### src/rtl/mem_arbiter_if.sv
// Bundle of CPU, host and data-memory signals seen by mem_arbiter.
// slave = arbiter side, master = requesters plus memory.
interface mem_arbiter_if #(
  parameter int AW = 8,
  parameter int DW = 8
);
  logic          cpu_req;
  logic          cpu_we;
  logic [AW-1:0] cpu_addr;
  logic [DW-1:0] cpu_wdata;
  logic [DW-1:0] cpu_rdata;
  logic          cpu_ack;
  logic          cpu_stall;

  logic          host_req;
  logic          host_we;
  logic [AW-1:0] host_addr;
  logic [3:0]    host_len;
  logic [DW-1:0] host_wdata;
  logic [DW-1:0] host_rdata;
  logic          host_beat;
  logic          host_done;

  logic [AW-1:0] mem_addr;
  logic [DW-1:0] mem_wdata;
  logic          mem_wen;
  logic          mem_ren;
  logic [DW-1:0] mem_rdata;

  modport slave (
    input  cpu_req, cpu_we, cpu_addr, cpu_wdata,
    output cpu_rdata, cpu_ack, cpu_stall,
    input  host_req, host_we, host_addr, host_len, host_wdata,
    output host_rdata, host_beat, host_done,
    output mem_addr, mem_wdata, mem_wen, mem_ren,
    input  mem_rdata
  );

  modport master (
    output cpu_req, cpu_we, cpu_addr, cpu_wdata,
    input  cpu_rdata, cpu_ack, cpu_stall,
    output host_req, host_we, host_addr, host_len, host_wdata,
    input  host_rdata, host_beat, host_done,
    input  mem_addr, mem_wdata, mem_wen, mem_ren,
    output mem_rdata
  );
endinterface

### src/rtl/mem_arbiter.sv
// Round-robin arbiter sharing one data memory between a CPU and a host burst port.
// Define MEM_ARBITER_BURST_EN for multi-beat host bursts; otherwise every host grant is one beat.
module mem_arbiter #(
  parameter int AW = 8,
  parameter int DW = 8
) (
  input  logic         clk,
  input  logic         rst_n,
  mem_arbiter_if.slave bus
);

  typedef enum logic [1:0] {IDLE, CPU, HOST} state_t;

  state_t        state, nxt_state;
  logic          last_grant, nxt_grant;   // 1 = host was granted last
  logic [3:0]    cnt, nxt_cnt;
  logic          lat_we, nxt_we;
  logic [AW-1:0] lat_addr, nxt_addr;
  logic [DW-1:0] lat_wdata, nxt_wdata;
  logic [3:0]    last_beat;
  logic          done, sample, c_req, h_req;

`ifdef MEM_ARBITER_BURST_EN
  logic [3:0] lat_len, nxt_len;
  assign last_beat = lat_len;
`else
  logic [3:0] unused_len;
  assign unused_len = bus.host_len;
  assign last_beat  = 4'd0;
`endif

  assign done   = (state == HOST) && (cnt == last_beat);
  assign sample = (state == IDLE) || (state == CPU) || done;
  // A requester holds req through its completing cycle, so that req is the
  // one being retired and must not win a fresh grant.
  assign c_req  = bus.cpu_req  && (state != CPU);
  assign h_req  = bus.host_req && (state != HOST);

  always_ff @(posedge clk or negedge rst_n) begin
    if (!rst_n) begin
      state      <= IDLE;
      last_grant <= 1'b1;
      cnt        <= '0;
      lat_we     <= 1'b0;
      lat_addr   <= '0;
      lat_wdata  <= '0;
`ifdef MEM_ARBITER_BURST_EN
      lat_len    <= '0;
`endif
    end else begin
      state      <= nxt_state;
      last_grant <= nxt_grant;
      cnt        <= nxt_cnt;
      lat_we     <= nxt_we;
      lat_addr   <= nxt_addr;
      lat_wdata  <= nxt_wdata;
`ifdef MEM_ARBITER_BURST_EN
      lat_len    <= nxt_len;
`endif
    end
  end

  always_comb begin
    nxt_state = state;
    nxt_grant = last_grant;
    nxt_cnt   = cnt;
    nxt_we    = lat_we;
    nxt_addr  = lat_addr;
    nxt_wdata = lat_wdata;
`ifdef MEM_ARBITER_BURST_EN
    nxt_len   = lat_len;
`endif
    if (state == HOST && !done) nxt_cnt = cnt + 4'd1;
    if (sample) begin
      nxt_cnt = '0;
      if (c_req && (!h_req || last_grant)) begin
        nxt_state = CPU;
        nxt_grant = 1'b0;
        nxt_we    = bus.cpu_we;
        nxt_addr  = bus.cpu_addr;
        nxt_wdata = bus.cpu_wdata;
      end else if (h_req) begin
        nxt_state = HOST;
        nxt_grant = 1'b1;
        nxt_we    = bus.host_we;
        nxt_addr  = bus.host_addr;
`ifdef MEM_ARBITER_BURST_EN
        nxt_len   = bus.host_len;
`endif
      end else begin
        nxt_state = IDLE;
      end
    end
  end

  always_comb begin
    bus.mem_addr   = '0;
    bus.mem_wdata  = '0;
    bus.mem_wen    = 1'b0;
    bus.mem_ren    = 1'b0;
    bus.cpu_ack    = 1'b0;
    bus.cpu_rdata  = '0;
    bus.host_beat  = 1'b0;
    bus.host_done  = 1'b0;
    bus.host_rdata = '0;
    unique case (state)
      CPU: begin
        bus.mem_addr  = lat_addr;
        bus.mem_wdata = lat_wdata;
        bus.mem_wen   = lat_we;
        bus.mem_ren   = !lat_we;
        bus.cpu_ack   = 1'b1;
        bus.cpu_rdata = bus.mem_rdata;
      end
      HOST: begin
        bus.mem_addr   = lat_addr + AW'(cnt);
        bus.mem_wdata  = bus.host_wdata;
        bus.mem_wen    = lat_we;
        bus.mem_ren    = !lat_we;
        bus.host_beat  = 1'b1;
        bus.host_done  = done;
        bus.host_rdata = bus.mem_rdata;
      end
      default: ;
    endcase
    // Gated by reset so every output reads 0 while reset is held.
    bus.cpu_stall = rst_n && bus.cpu_req && (state != CPU);
  end

endmodule
### src/flat_wrapper.sv
// flat-port wrapper written by rule: the top's interface ports become plain ports
module mem_arbiter_flat 
#(
  parameter int AW = 8,
  parameter int DW = 8
)
  (clk, rst_n, bus_cpu_req, bus_cpu_we, bus_cpu_addr, bus_cpu_wdata, bus_cpu_rdata, bus_cpu_ack, bus_cpu_stall, bus_host_req, bus_host_we, bus_host_addr, bus_host_len, bus_host_wdata, bus_host_rdata, bus_host_beat, bus_host_done, bus_mem_addr, bus_mem_wdata, bus_mem_wen, bus_mem_ren, bus_mem_rdata);
  mem_arbiter_if #(.AW(AW), .DW(DW)) bus_i ();
  input  logic clk;
  input  logic rst_n;
  input wire logic [$bits(bus_i.cpu_req)-1:0] bus_cpu_req;
  input wire logic [$bits(bus_i.cpu_we)-1:0] bus_cpu_we;
  input wire logic [$bits(bus_i.cpu_addr)-1:0] bus_cpu_addr;
  input wire logic [$bits(bus_i.cpu_wdata)-1:0] bus_cpu_wdata;
  output wire logic [$bits(bus_i.cpu_rdata)-1:0] bus_cpu_rdata;
  output wire logic [$bits(bus_i.cpu_ack)-1:0] bus_cpu_ack;
  output wire logic [$bits(bus_i.cpu_stall)-1:0] bus_cpu_stall;
  input wire logic [$bits(bus_i.host_req)-1:0] bus_host_req;
  input wire logic [$bits(bus_i.host_we)-1:0] bus_host_we;
  input wire logic [$bits(bus_i.host_addr)-1:0] bus_host_addr;
  input wire logic [$bits(bus_i.host_len)-1:0] bus_host_len;
  input wire logic [$bits(bus_i.host_wdata)-1:0] bus_host_wdata;
  output wire logic [$bits(bus_i.host_rdata)-1:0] bus_host_rdata;
  output wire logic [$bits(bus_i.host_beat)-1:0] bus_host_beat;
  output wire logic [$bits(bus_i.host_done)-1:0] bus_host_done;
  output wire logic [$bits(bus_i.mem_addr)-1:0] bus_mem_addr;
  output wire logic [$bits(bus_i.mem_wdata)-1:0] bus_mem_wdata;
  output wire logic [$bits(bus_i.mem_wen)-1:0] bus_mem_wen;
  output wire logic [$bits(bus_i.mem_ren)-1:0] bus_mem_ren;
  input wire logic [$bits(bus_i.mem_rdata)-1:0] bus_mem_rdata;
  assign bus_i.cpu_req = bus_cpu_req;
  assign bus_i.cpu_we = bus_cpu_we;
  assign bus_i.cpu_addr = bus_cpu_addr;
  assign bus_i.cpu_wdata = bus_cpu_wdata;
  assign bus_cpu_rdata = bus_i.cpu_rdata;
  assign bus_cpu_ack = bus_i.cpu_ack;
  assign bus_cpu_stall = bus_i.cpu_stall;
  assign bus_i.host_req = bus_host_req;
  assign bus_i.host_we = bus_host_we;
  assign bus_i.host_addr = bus_host_addr;
  assign bus_i.host_len = bus_host_len;
  assign bus_i.host_wdata = bus_host_wdata;
  assign bus_host_rdata = bus_i.host_rdata;
  assign bus_host_beat = bus_i.host_beat;
  assign bus_host_done = bus_i.host_done;
  assign bus_mem_addr = bus_i.mem_addr;
  assign bus_mem_wdata = bus_i.mem_wdata;
  assign bus_mem_wen = bus_i.mem_wen;
  assign bus_mem_ren = bus_i.mem_ren;
  assign bus_i.mem_rdata = bus_mem_rdata;
  mem_arbiter #(.AW(AW), .DW(DW)) u_core (.clk(clk), .rst_n(rst_n), .bus(bus_i));
endmodule
### config.mk
export PLATFORM = sky130hd
export DESIGN_NAME = mem_arbiter_flat
export DESIGN_NICKNAME = d
export VERILOG_FILES = /design/src/rtl/mem_arbiter_if.sv /design/src/rtl/mem_arbiter.sv /design/src/flat_wrapper.sv
export SDC_FILE = /design/constraint.sdc
export NUM_CORES = 1
export LEC_CHECK = 0
export ABC_AREA = 1
export CORE_ASPECT_RATIO = 1.1
export CORE_UTILIZATION = 42
export CTS_CLUSTER_SIZE = 25
export DETAILED_ROUTE_END_ITERATION = 10
export MAX_ROUTING_LAYER = met4
export PLACE_DENSITY = 0.81
export SYNTH_ARGS = -nofsm -noshare
export SYNTH_HDL_FRONTEND = slang
export SYNTH_SLANG_ARGS = --single-unit
### constraint.sdc
create_clock -name clk -period 2.5 [get_ports clk]
set_clock_uncertainty 0.15 [all_clocks]
set_input_delay 0.375 -clock clk [delete_from_list [all_inputs] [get_ports clk]]
set_output_delay 0.375 -clock clk [all_outputs]
set_load 0.01 [all_outputs]
==> impl_metrics.toml, run 1 <==
[layout]
final_layout_size_suffix_gt1_share_pct = 14.0
nFillCells = 362
area_delta_synth_final_pct = 57.7
stdcell_area_sq_um = 2970
fin_nets = 434
diodes = 0

[die]
io_pins = 88
die_x_microns = 65.8
fp.coreArea_sq_um = 4290
fp-row-count = 25
start_util_pct = 43.9
die_h_microns = 72.2
die-area_sq_um = 4750

[power_and_ir_drop]
p_seq_share_pct = 45.2
power_leakage_nw = 1.56
vdd_drop_max_mv = 0.316
switching_power_w = 0.000182
p_int_w = 0.000676
p_per_area_nw_per_um2 = 289
pwr-share-comb_pct = 13.6
clock_power_share_pct = 41.2
swShare_pct = 21.2

[worst_setup_path]
r2r-end = "u_core.lat_wdata[3]$_DFFE_PN0P_"
path_max_fanout = 4
startpoint_type = "flop"
rr_worst_depth = 10
crit_type = "reg2out"
critPathCaptureType = "output port"
regToRegStartpoint = "u_core.state[0]$_DFFE_PN0N_"
critPathArrivalTime_ns = 1.93
rrSetupSlack_ns = 0.51
required_ns = 1.98

[yosys]
mappedNetlistArea_sq_um = 1880
yosys_register_bits = 24
netlist_top_cells_area = "dfrtp_1 31%, nand2_1 22%, inv_1 8.6%, ha_1 6.7%, a21oi_1 5.3%"
post_synth.cell_area_avg_sq_um = 6.74
synth_area_leader_cell = "dfrtp_1"
syn_inst = 279
ys.flop_type = "dfrtp_1"
synth_commonest_cells = "112 x nand2_1, 43 x inv_1, 23 x dfrtp_1"
synth_edf_count = 0
async_flop_share_pct = 100
ys_warn_count = 0
ys_types = 29
yosysSeqAreaShare_pct = 32.0
yosysMostFrequentCell = "nand2_1"
syn_nets = 340
synth_top_area_share_pct = 30.6

[clock_tree]
clk_pin_slew_ns = 0.09
h-tree-depth = 1
clkLatencyLatePin_ns = 0.27
cts_tree = "built"
clockBufferDepth = 2
cts-root-buf = "clkbuf_8"
clock_sinks = 24
hold_buffers = 0
cts_buffers = 3

[drt]
vias_per_cell = 4.85
drt_iter0_markers = 70
drtAntennaViolNets = 0
vias = 2064
wl_per_cell_microns = 12.4
firstDrtPassIters = 4
drc = 0
routed_wl_microns = 5300

[global_routing]
overflow = 0
antenna_found_initial = 0
grt_max_degree = 25
grtUsageTotal_pct = 22.7
grt_pass1_vias = 1817
grt_pass1_wl_microns = 8050

[sta]
worst_pin_slew_ns = 0.378
max_freq_mhz = 407
rsz0062_at_grt = "true"
final.min_clock_period_ns = 2.46
setup_ws_ns = 0.0438
finalMaxSlewViolations = 0
final-setup-viol-count = 0
hold_viol = 0
final.period_utilization_pct = 98.2
whs_ns = 0.326
slew_headroom_pct = 74.8

[place]
placed_cell_area_sq_um = 2840
dp_hpwl_microns = 3860
dp_slack_ns = -0.0739
io_buffers = 83
place_congestion = 0.834

[worst_hold_path]
min_delay_worst_endpoint = "u_core.last_grant$_DFFE_PN1P_"
min_path_type = "reg2reg"
whs_path_depth = 2
min_from = "u_core.last_grant$_DFFE_PN1P_"

[outcome]
status = "complete, no violations"

[flow_run]
maxCapViolations = 0
-- how the worst max path moves through the flow --
stage | startpoint | endpoint | slack, ns
3_3_place_gp | u_core.lat_addr[0]$_DFFE_PN0P_ | bus_mem_addr[6] | -0.03
6_report | u_core.lat_addr[2]$_DFFE_PN0P_ | bus_mem_addr[7] | 0.04
5_1_grt | u_core.cnt[3]$_DFFE_PN0P_ | bus_mem_addr[7] | -0.05
3_5_place_dp | u_core.cnt[0]$_DFFE_PN0P_ | bus_mem_addr[6] | -0.07
4_1_cts | u_core.cnt[0]$_DFFE_PN0P_ | bus_mem_addr[4] | -0.03
2_1_floorplan | u_core.cnt[0]$_DFFE_PN0P_ | bus_mem_addr[6] | 0.46
-- flip-flops by register name (all words and copies together) (netlist names) --
register / cells
u_core.cnt: 4
u_core.last_grant: 1
u_core.lat_addr: 8
u_core.lat_wdata: 8
u_core.lat_we: 1
u_core.state: 2
-- worst max-delay path, stage by stage (launching register included) --
cell and delay [ns]:
dfrtp_1 0.41, ha_1 0.35, inv_1 0.06, nand2_1 0.15, nand3_1 0.12, nand2_2 0.10, nand2_1 0.05, nand2_1 0.05
nand2_1 0.05, nor2_1 0.14, clkbuf_2 0.15
-- per-layer routing --
metal	up-vias	part of all wire, %	GRT usage, %	wire length (microns)
met4	0	1.0	7.25	55
li1	1048	-	-	-
met5	-	0	-	0
met1	935	41	26.2	2170
met3	4	5.9	3.77	311
met2	77	52	39.7	2760
-- per-stage QoR --
stage	total power (W)	TNS [ns]	util, %	std cells
after global routing	0.000885	-0.107	69.2	426
after detailed placement	0.000514	-0.0892	66.4	419
final	0.000858	0	69.2	426
after global placement	0.000511	-0.0315	66.4	419
after CTS	0.000859	-0.0335	68.2	424
after floorplan	0.000428	0	-	279
-- area by class of cell --
class | instances | area, sq um | share of cell area [%]
clock buffer | 3 | 41.3 | 1.39
sequential | 24 | 602 | 20.3
multi-input combinational | 199 | 1100 | 37.1
tap | 54 | 67.6 | 2.28
inverter | 44 | 165 | 5.57
timing repair buffer | 101 | 960 | 32.4
clock inverter | 1 | 30.0 | 1.01
-- timing repair --
item | in CTS | in global routing
hold endpoints to repair | 0 | 0
setup endpoints to repair | 16 | 15
pin swaps | 2 | 2
buffers inserted | 1 | 2
gates resized for setup | 27 | 21
-- cells in the final DEF, fill, tap and decap left out, types with 3 or more instances in the layout --
master           netlist  routed
a21oi_1               20      17
a21oi_2                0       3
buf_4                  0      15
clkbuf_2               0       3
clkbuf_8               0       3
clkdlybuf4s50_1        0      66
dfrtp_1               23      23
dlygate4sd2_1          0      10
ha_1                  10       6
inv_1                 43      42
nand2_1              112     108
nand2_2                0       4
nand2_4                3       3
nand3_1               13      12
nor2_1                10      10
o21a_1                 4       4
o21ai_0                5       4
o21ai_1                6       7
-- kinds of logic after synthesis --
logic type	count (synthesis)	synth area share, %
and+or+nand+nor	146	34.9
xor gates and xnor gates	2	0.932
adders and majority gates	11	7.72
buffers and inverters	56	12.6
DFF	24	32.0
AOI/OAI and AO/OA	40	11.8
-- power by group through the flow --
stage | Combinational (W) | Sequential, W | Clock, W
final | 0.000117 | 0.000388 | 0.000353
after global routing | 0.000128 | 0.000388 | 0.000370
after CTS | 0.000118 | 0.000388 | 0.000353
after detailed placement | 0.000118 | 0.000396 | 0
after global placement | 0.000115 | 0.000396 | 0
after floorplan | 0.0000318 | 0.000396 | 0
(Power assumes the default switching activity.)
==> inputs of run 2 (changes only) <==
==> constraint.sdc (replaced) <==
create_clock -name clk -period 2.5 [get_ports clk]
set_clock_uncertainty 0.15 [all_clocks]
set_input_delay 0.375 -clock clk [delete_from_list [all_inputs] [get_ports clk]]
set_output_delay 0.375 -clock clk [all_outputs]
set_load 0.005 [all_outputs]
==> run 2 against run 1 <==
  * Highest routed layer unchanged
  * Setup slack lost 0.0091 ns
  * Sequential cell count unchanged
  * Global-route usage increased by 0.98 points
  * Critical path depth did not move
  * Critical path type unchanged
  * Largest power group unchanged
  * Total power decreased by 9.6%
  * Design area grew 1.6%
  * Register-to-register slack improved by 0.03 ns
  * Utilization rose by 1.1 points
  * Final cell count grew 0.23%
  * Worst hold slack improved by 0.0048 ns
  * Routed wire length increased by 0.72%
==> impl_metrics.toml, run 2 (synthesized netlist as in run 1, its figures left out) <==
[outcome]
status = "complete, no violations"

[sta]
worst_pin_slew_ns = 0.373
hold_viol = 0
rsz0062_at_grt = "true"
max_freq_mhz = 406
final.period_utilization_pct = 98.6
final-setup-viol-count = 0
finalMaxSlewViolations = 0
final.min_clock_period_ns = 2.47
setup_ws_ns = 0.0347
slew_headroom_pct = 75.1

[clock_tree]
clockBufferDepth = 2
cts_tree = "built"
clk_pin_slew_ns = 0.09
cts_buffers = 3
clock_sinks = 24
clkLatencyLatePin_ns = 0.27
h-tree-depth = 1
cts-root-buf = "clkbuf_8"

[drt]
vias = 2062
drtAntennaViolNets = 0
wl_per_cell_microns = 12.5
drc = 0
drt_iter0_markers = 59
firstDrtPassIters = 4
routed_wl_microns = 5340
vias_per_cell = 4.83

[worst_setup_path]
critPathCaptureType = "output port"
path_max_fanout = 2
required_ns = 1.98
crit_type = "reg2out"
critPathArrivalTime_ns = 1.94
startpoint_type = "flop"
rr_worst_depth = 8

[die]
die_h_microns = 72.2
die-area_sq_um = 4750
io_pins = 88
start_util_pct = 43.9
fp.coreArea_sq_um = 4290
fp-row-count = 25
die_x_microns = 65.8

[place]
placed_cell_area_sq_um = 2800
io_buffers = 83
place_congestion = 0.831
dp_slack_ns = -0.00124
dp_hpwl_microns = 3810

[power_and_ir_drop]
vdd_drop_max_mv = 0.256
power_leakage_nw = 1.68
p_per_area_nw_per_um2 = 258

[layout]
final_common_cell = "nand2_1"
diodes = 0
area_delta_synth_final_pct = 60.1
stdcell_area_sq_um = 3010
fin_nets = 435
reg_top3 = "u_core.lat_addr (8), u_core.lat_wdata (8), u_core.cnt (4)"
nFillCells = 346
layout_common_cells = "109 x nand2_1, 66 x clkdlybuf4s50_1, 39 x inv_1"
final_layout_size_suffix_gt1_share_pct = 15.0

[global_routing]
grt_pass1_vias = 2024
grtUsageTotal_pct = 23.7
grt_pass1_wl_microns = 8520
grt_max_degree = 25
overflow = 0
antenna_found_initial = 0

[flow_run]
maxCapViolations = 0

[worst_hold_path]
min_path_type = "reg2reg"
whs_path_depth = 2
## run 2: metrics by stage
step	total power, W	setup TNS (ns)	utilization (%)	std cells	hold slack, ns
2_1_floorplan	0.000427	0	-	279	-0.0706
3_3_place_gp	0.000510	0	65.4	417	0.305
3_5_place_dp	0.000513	-0.00124	65.4	417	0.309
4_1_cts	0.000780	0	68.4	425	0.329
5_1_grt	0.000809	-0.0793	70.3	427	0.353
6_report	0.000776	0	70.3	427	0.331
## run 2: per-layer routing
metal | global-route usage [%] | vias up | share of wire (%)
met3 | 3.62 | 12 | 5.5
met4 | 12.1 | 0 | 2.4
li1 | - | 1050 | -
met1 | 26.6 | 924 | 42
met5 | - | - | 0
met2 | 40.4 | 76 | 50
## run 2: path summary, 6_finish.rpt
check                                                      from                              end  slack, ns
worst min-delay path            u_core.lat_wdata[0]$_DFFE_PN0P_  u_core.lat_wdata[0]$_DFFE_PN0P_       0.33
worst max register to register      u_core.state[0]$_DFFE_PN0N_   u_core.lat_addr[6]$_DFFE_PN0P_       0.54
worst max-delay path             u_core.lat_addr[0]$_DFFE_PN0P_                  bus_mem_addr[4]       0.03
max in group asynchronous                                 rst_n    u_core.last_grant$_DFFE_PN1P_       1.52
min in group asynchronous                                 rst_n        u_core.cnt[3]$_DFFE_PN0P_       0.37
worst min register to register  u_core.lat_wdata[0]$_DFFE_PN0P_  u_core.lat_wdata[0]$_DFFE_PN0P_       0.33
## run 2: cell type report
| type | instances | area (sq um) | area share, % |
|---|---|---|---|
| clock buffer | 4 | 55.1 | 1.83 |
| inverter | 44 | 169 | 5.61 |
| multi-input combinational | 199 | 1110 | 36.8 |
| sequential | 24 | 602 | 20.0 |
| tap | 54 | 67.6 | 2.24 |
| timing repair buffer | 102 | 1010 | 33.6 |
## run 2: repair_timing
item / in CTS / in global routing
pin swaps: 3 / 3
gates cloned: 0 / 0
buffers inserted: 4 / 2
hold buffers: 0 / 0
hold endpoints to repair: 0 / 0
resized for setup: 24 / 29
setup endpoints to repair: 17 / 15
## run 2: report_power, final
| part | internal (W) | switching (W) |
|---|---|---|
| Sequential | 0.000388 | 0 |
| Combinational | 0.0000740 | 0.0000428 |
| Clock | 0.000141 | 0.000130 |
## run 2: critical path: stages (launching register included)
cell           delay [ns]
dfrtp_1              0.37
ha_2                 0.18
inv_1                0.05
fa_2                 0.33
inv_2                0.08
nand3_2              0.07
nand2_1              0.10
nand2_2              0.06
a21oi_2              0.11
nor2_1               0.05
dlygate4sd2_1        0.26
==> inputs of run 3 (changes only) <==
--- a/config.mk
+++ b/config.mk
@@ -12,6 +12,7 @@
 export DETAILED_ROUTE_END_ITERATION = 10
 export MAX_ROUTING_LAYER = met4
 export PLACE_DENSITY = 0.81
+export SKIP_CTS_REPAIR_TIMING = 1
 export SYNTH_ARGS = -nofsm -noshare
 export SYNTH_HDL_FRONTEND = slang
 export SYNTH_SLANG_ARGS = --single-unit
==> run 3 against run 2 <==
  * First-iteration DRC count is 17% lower
  * Maximum frequency is 0.60% lower
  * Sequential share of layout area is 0.099 points lower
  * Routed wire length is 0.19% higher
  * Setup slack worse by 0.015 ns
  * Sequential power hardly changed
  * Total power is 0.25% lower
  * Combinational power hardly changed
  * Die area stayed put
  * Critical endpoint is now bus_mem_addr[6]
  * Largest power group unchanged
==> impl_metrics.toml, run 3 (synthesized netlist as in run 1, its figures left out) <==
[outcome]
status = "complete, no violations"

[drt]
vias = 2114
wl_per_cell_microns = 12.5
top_layer_used = "met4"
vias_per_cell = 4.94
wl_met1_microns = 2210
routed_wl_microns = 5350
drc = 0
drtAntennaViolNets = 0
met3_length_microns = 321
firstDrtPassIters = 4
met2WireLength_microns = 2700
drt_iter0_markers = 49

[worst_setup_path]
path_max_fanout = 2
rr_worst_depth = 10
required_ns = 1.98
rrSetupSlack_ns = 0.46
crit_type = "reg2out"
critPathCaptureType = "output port"
startpoint_type = "flop"
critPathArrivalTime_ns = 1.96

[clock_tree]
h-tree-depth = 1
clkLatencyLatePin_ns = 0.27
clockBufferDepth = 2
cts-root-buf = "clkbuf_8"
clk_pin_slew_ns = 0.09
cts_buffers = 3
clock_sinks = 24
cts_tree = "built"

[layout]
area_delta_synth_final_pct = 60.9
final_layout_size_suffix_gt1_share_pct = 14.2
diodes = 0
fin_nets = 436
nFillCells = 350
final_core_util_pct = 70.6
layout_common_cells = "109 x nand2_1, 66 x clkdlybuf4s50_1, 39 x inv_1"
layoutNonFillerInstCount = 428
final_common_cell = "nand2_1"
reg_top3 = "u_core.lat_addr (8), u_core.lat_wdata (8), u_core.cnt (4)"

[global_routing]
grt_pass1_wl_microns = 8180
overflow = 0
grt_pass1_vias = 1987
grt_max_degree = 25
antenna_found_initial = 0
grtUsageTotal_pct = 22.7

[place]
place_congestion = 0.831
io_buffers = 83
dp_cells = 417
dp_slack_ns = -0.00124
dp_hpwl_microns = 3810

[power_and_ir_drop]
switching_power_w = 0.000171
p_int_w = 0.000603
vdd_drop_max_mv = 0.254
swShare_pct = 22.1
clock_power_share_pct = 34.8
finalPower_w = 0.000774
pwr-share-comb_pct = 15.1
p_seq_share_pct = 50.1
power_leakage_nw = 1.77
p_per_area_nw_per_um2 = 256

[sta]
finalMaxSlewViolations = 0
setup_ws_ns = 0.0198
slew_headroom_pct = 74.2
max_freq_mhz = 403
hold_viol = 0
worst_pin_slew_ns = 0.386
final.min_clock_period_ns = 2.48
rsz0062_at_grt = "true"
fin_tns_setup_ns = 0
final.period_utilization_pct = 99.2
final-setup-viol-count = 0

[die]
fp.coreArea_sq_um = 4290
die_h_microns = 72.2
die-area_sq_um = 4750
die_x_microns = 65.8
start_util_pct = 43.9
io_pins = 88
fp-row-count = 25

[worst_hold_path]
whs_path_depth = 2
min_path_type = "reg2reg"

[flow_run]
maxCapViolations = 0
==> run 3: cell count changes in the layout (fill, tap and decap cells not counted), sizes merged <==
cell / previous run / this run
clkbuf: 8 / 5
buf: 18 / 20
dlymetal6s2s: 10 / 16
dlygate4sd2: 4 / 0
==> run 3: final timing paths <==
check                                           startpoint                         endpoint
max in group asynchronous                            rst_n    u_core.last_grant$_DFFE_PN1P_
min in group asynchronous                            rst_n      u_core.state[1]$_DFFE_PN0N_
max                         u_core.lat_addr[0]$_DFFE_PN0P_                  bus_mem_addr[6]
min reg2reg                u_core.lat_wdata[0]$_DFFE_PN0P_  u_core.lat_wdata[0]$_DFFE_PN0P_
max reg2reg                    u_core.state[0]$_DFFE_PN0N_  u_core.lat_wdata[3]$_DFFE_PN0P_
min                        u_core.lat_wdata[0]$_DFFE_PN0P_  u_core.lat_wdata[0]$_DFFE_PN0P_
==> run 3: power groups by stage <==
stage                     clock (W)  combinational (W)  sequential (W)
after floorplan                   0          0.0000315        0.000396
after global placement            0           0.000115        0.000396
after detailed placement          0           0.000118        0.000396
after CTS                  0.000274           0.000118        0.000388
after global routing       0.000290           0.000128        0.000388
final                      0.000269           0.000117        0.000388
==> run 3: per-stage QoR <==
step | hold slack, ns | cell area [sq um]
after floorplan | -0.0706 | 1880
after global placement | 0.305 | 2800
after detailed placement | 0.309 | 2800
after CTS | 0.329 | 2860
after global routing | 0.348 | 3030
final | 0.328 | 3030
==> run 3: cell type report <==
| class | count | area (sq um) | area share (%) |
|---|---|---|---|
| well taps | 54 | 67.6 | 2.23 |
| flip-flops and latches | 24 | 602 | 19.9 |
| multi-input cells | 199 | 1090 | 36.0 |
| repair buffers | 103 | 1040 | 34.5 |
| clock buffers | 4 | 55.1 | 1.82 |
| inverters | 44 | 169 | 5.58 |
==> run 3: metal layers <==
layer / vias up / global-route usage, %
li1: 1047 / -
met1: 968 / 24.8
met2: 88 / 38.5
met3: 11 / 3.93
met4: 0 / 12.3
met5: - / -
==> run 3: worst max-delay path, stage by stage, from the launching register on <==
cell and delay (ns):
dfrtp_1 0.37, ha_2 0.18, inv_1 0.05, fa_2 0.33, inv_2 0.08, nand3_2 0.08, nand2_2 0.08, buf_4 0.10
nand3_1 0.05, nand2_1 0.06, nand2_1 0.04, a21oi_1 0.12, buf_2 0.14
